--- src/rtl/dual_port_ram_reader.sv ---
// rtl/dual_port_ram_reader.sv - block reader for RAM port B with a 2-entry stream buffer.
// Issues one read per cycle while the buffer has room, then streams words out on m_valid/m_ready.
module dual_port_ram_reader #(
   parameter int ADDR_W = 4,
   parameter int DATA_W = 8
) (
   input  logic              clk,
   input  logic              rst,
   input  logic              start,
   input  logic [ADDR_W-1:0] base_addr,
   input  logic [ADDR_W:0]   length,
   output logic              busy,
   output logic              done,
   output logic              rd_en_b,
   output logic [ADDR_W-1:0] addr_b,
   input  logic [DATA_W-1:0] data_out_b,
   output logic              m_valid,
   output logic [DATA_W-1:0] m_data,
   input  logic              m_ready
);

   typedef enum logic {IDLE, RUN} state_t;

   localparam logic [ADDR_W-1:0] PTR_ONE = 1;
   localparam logic [ADDR_W:0]   CNT_ONE = 1;

   state_t              state;
   logic [ADDR_W-1:0]   issue_ptr;
   logic [ADDR_W:0]     issue_cnt;
   logic [ADDR_W:0]     beat_cnt;
   logic                inflight;
   logic [1:0]          buf_count;
   logic [DATA_W-1:0]   buf_head;
   logic [DATA_W-1:0]   buf_tail;
   logic                done_q;
   logic                pop;
   logic [2:0]          occ_next;

   assign m_valid  = (buf_count != 2'd0);
   assign m_data   = buf_head;
   assign pop      = m_valid & m_ready;
   // Occupancy after this edge if no new read were issued; a read is allowed only if it leaves room.
   assign occ_next = {1'b0, buf_count} + {2'b00, inflight} - {2'b00, pop};
   assign rd_en_b  = (state == RUN) && (issue_cnt != '0) && (occ_next < 3'd2);
   assign addr_b   = issue_ptr;
   assign busy     = (state == RUN);
   assign done     = done_q;

   always_ff @(posedge clk or posedge rst) begin
      if (rst) begin
         state     <= IDLE;
         issue_ptr <= '0;
         issue_cnt <= '0;
         beat_cnt  <= '0;
         inflight  <= 1'b0;
         buf_count <= 2'd0;
         buf_head  <= '0;
         buf_tail  <= '0;
         done_q    <= 1'b0;
      end else begin
         done_q   <= 1'b0;
         inflight <= rd_en_b;

         case (state)
            IDLE: begin
               if (start) begin
                  if (length != '0) begin
                     state     <= RUN;
                     issue_ptr <= base_addr;
                     issue_cnt <= length;
                     beat_cnt  <= length;
                  end else begin
                     done_q <= 1'b1;
                  end
               end
            end
            RUN: begin
               if (rd_en_b) begin
                  issue_ptr <= issue_ptr + PTR_ONE;
                  issue_cnt <= issue_cnt - CNT_ONE;
               end
               if (pop) begin
                  beat_cnt <= beat_cnt - CNT_ONE;
                  if (beat_cnt == CNT_ONE) begin
                     state  <= IDLE;
                     done_q <= 1'b1;
                  end
               end
            end
            default: state <= IDLE;
         endcase

         // Two-entry FIFO held as head/tail registers; the head always drives m_data.
         case ({inflight, pop})
            2'b10: begin
               if (buf_count == 2'd0) buf_head <= data_out_b;
               else                   buf_tail <= data_out_b;
               buf_count <= buf_count + 2'd1;
            end
            2'b01: begin
               buf_head  <= buf_tail;
               buf_count <= buf_count - 2'd1;
            end
            2'b11: begin
               if (buf_count == 2'd1) begin
                  buf_head <= data_out_b;
               end else begin
                  buf_head <= buf_tail;
                  buf_tail <= data_out_b;
               end
            end
            default: ;
         endcase
      end
   end

endmodule

--- config.mk ---
export PLATFORM = sky130hd
export DESIGN_NAME = dual_port_ram_reader
export DESIGN_NICKNAME = d
export VERILOG_FILES = /design/src/rtl/dual_port_ram_reader.sv
export SDC_FILE = /design/constraint.sdc
export NUM_CORES = 1
export LEC_CHECK = 0
export CAP_MARGIN = 20
export CORE_MARGIN = 2
export CORE_UTILIZATION = 45
export DETAILED_ROUTE_END_ITERATION = 6
export MAX_ROUTING_LAYER = met4
export PLACE_DENSITY = 0.8
export SETUP_SLACK_MARGIN = 0.5
export SLEW_MARGIN = 10
export SYNTH_ARGS = -nofsm -noshare
export SYNTH_HDL_FRONTEND = slang
export SYNTH_SLANG_ARGS = --single-unit
--- constraint.sdc ---
create_clock -name clk -period 2.95 [get_ports clk]
set_input_delay 0.59 -clock clk [delete_from_list [all_inputs] [get_ports clk]]
set_output_delay 0.59 -clock clk [all_outputs]
set_load 0.005 [all_outputs]
==> metrics <==
outcome finished clean; area growth from synthesis to layout 31.7%; # port buffers 36; fin nets 268; VDD IR max 527 µV; Arr. time, crit path 2.13 ns; remaining global-route overflow 0; top post-synthesis cells by count dfrtp_1 (35), inv_1 (12), nand2_1 (11); pin count of the biggest net entering global routing 36; critical path fanouts, max 3; critical-path cell list inv_2 -> ha_4 -> nand2b_4 -> inv_2 -> nor2_1 -> o21ai_1 -> fa_2 -> nand2_2 -> nor3_2 -> buf_2; critical path type reg2out; Skew-Pair Late Insertion Delay 0.29 ns; internal power 2000 µW; WL per Instance 14.5 µm; final instance area 2640 µm²; Antenna Cells 0; WL final 4210 µm; Hold Slack 0.527 ns; Placed Area 2500 µm²; Pwr per Cell Area 1180 nW/µm²; Synth warnings 0; Die ar. 5010 µm²; Num Clock Sinks 35; Global Route Usage Sum 18.8%; final cycle utilization of the critical path 92.3%; Slew headroom 65.1%; clock share of power 10.8%; row cnt 24; cell with the most instances on the worst path inv_2; Post-synth EDFFs 0; Pre-antenna DRT Iters 4; CP max-delay cell fa_2; most frequent cell after synthesis dfrtp_1; Logic pwr share 59.1%; CTS tree yes; NetSw 1110 µW; H-tree levels 2; Final Critical Period 2.72 ns; GP Congestion 0.791; final setup vio count 0; Syn Nets 215; via count 1610; Critical Path Max Stage Delay 0.56 ns; CP required 2.36 ns; Yosys cell types 45; total core area 4320 µm²; MaxCap Viol Count 0; Worst Hold Class reg2reg; Post-DRT Antenna Nets 0; Final Hold Viols 0; cell taking the most area after synthesis dfrtp_1; initial drt markers 81; initial antenna violation count 0; Vert. Die Dim 70.8 µm; first-pass GRT wire length 7160 µm; Buf/Inv on CP 3; Starting Density 46.4%; synthesized instance count 184; Via density 5.55; Synth async-reset ratio 100%; Die Wd 70.8 µm; Layout Skew 0.00368 ns; Synth Register Bits 35; Sum Neg Setup Slack 0 ns; crit path capture type output port; Fmax 367 MHz; Top Family by Delay on Critical Path adder cells; final max-slew violation count 0; vias in the first global route 1553; startpoint type of the worst setup path flip-flop; DPL Wire Length 3000 µm; RSZ-0062 raised after global routing true; Leak 0.00115 µW; worst slew pin tran 0.516 ns; register area share after synthesis 43.7%; share of the synthesized area in the top cell type 43.7%; share of layout cells above drive strength 1 23.1%; Synth Cell Area 2010 µm²; # DRC 0; CTS root buf clkbuf_8; Synth area leaders dfrtp_1 (44%), ha_1 (5.6%), mux2_2 (5.1%); Avg Inst Size Synth 10.9 µm²; Worst R2R Setup Slack 0.44 ns; Num CTS Buffers 5; Bufs on Longest Clock Path 2; IO Pins 37; Flop pwr share 30.1%; Top FF cell, synth dfrtp_1; Pwr Total 3110 µW; switching share of power 35.7%; clock slew at reported path FFs 0.07 ns
## cell families after synthesis
family	synth area share (%)
AO/OA/AOI/OAI	17.7
adder cells (fa/ha/maj)	6.61
multiplexers	12.5
flip-flops	43.7
buffers and inverters	4.62
XOR/XNOR	4.37
AND/OR/NAND/NOR	10.5
## area by class of cell
cell class                 instances  area (µm²)
fill                             366        1680
multi-input combinational        128        1070
sequential                        35         876
timing repair buffer              54         497
clock buffer                       7        76.3
tap                               52        65.1
inverter                          13        48.8
clock inverter                     1        5.00
## sequential cells by signal (all words and copies together), names as in the netlist
name       cells
buf_tail       8
m_data         8
beat_cnt       5
issue_cnt      5
addr_b         4
buf_count      2
busy           1
done           1
inflight       1
## cells in the final DEF, fill, tap and decap left out, drive strengths merged, types with 2 or more instances in the layout
| master | instances |
|---|---|
| dfrtp | 35 |
| clkdlybuf4s50 | 34 |
| buf | 19 |
| mux2 | 15 |
| inv | 13 |
| nand2 | 11 |
| nor2 | 10 |
| a21oi | 10 |
| ha | 9 |
| xnor2 | 8 |
| a221o | 8 |
| o21ai | 7 |
| clkbuf | 7 |
| mux2i | 6 |
| a32o | 5 |
| nor2b | 4 |
| a31oi | 4 |
| nor3 | 4 |
| a221oi | 3 |
| xor2 | 2 |
| nand3 | 2 |
| a22o | 2 |
| or4 | 2 |
| nand2b | 2 |
## path summary, 6_finish.rpt
path	start	depth (start not counted)	to
min in group asynchronous	rst	3	buf_tail[4]
setup reg to reg	buf_count[1]	12	issue_cnt[3]
max in group asynchronous	rst	3	m_data[4]
hold / removal	buf_tail[1]	1	m_data[1]
hold reg to reg	buf_tail[1]	1	m_data[1]
setup / recovery	buf_count[1]	10	rd_en_b
## metal layers
| metal | vias up | global-route usage (%) | share of wire, % |
|---|---|---|---|
| li1 | 779 | - | - |
| met1 | 792 | 23.3 | 44 |
| met2 | 31 | 30.0 | 51 |
| met3 | 8 | 3.42 | 2.9 |
| met4 | 0 | 8.39 | 2.1 |
| met5 | - | - | 0 |
## timing repair
action                                  CTS  global route
endpoints found under the setup margin   10            10
hold buffers                              0             0
pin swaps                                 1             6
resized for setup                        10             4
setup buffers                             2             2
## metrics by stage
stage	worst slack (ns)	instances	utilization, %
after CTS	0.229	288	60.3
after global routing	0.143	290	61.1
final	0.226	290	61.1
after floorplan	0.235	184	-
after global placement	-0.291	278	57.9
after detailed placement	-0.311	278	57.9
## power by group through the flow
stage,combinational (µW),clock (µW),sequential [µW]
after floorplan,1210,0,916
after global placement,1680,0,932
after detailed placement,1750,0,942
after CTS,1790,345,935
after global routing,2000,365,977
final,1840,336,935
Power figures use the tool's default switching activity.
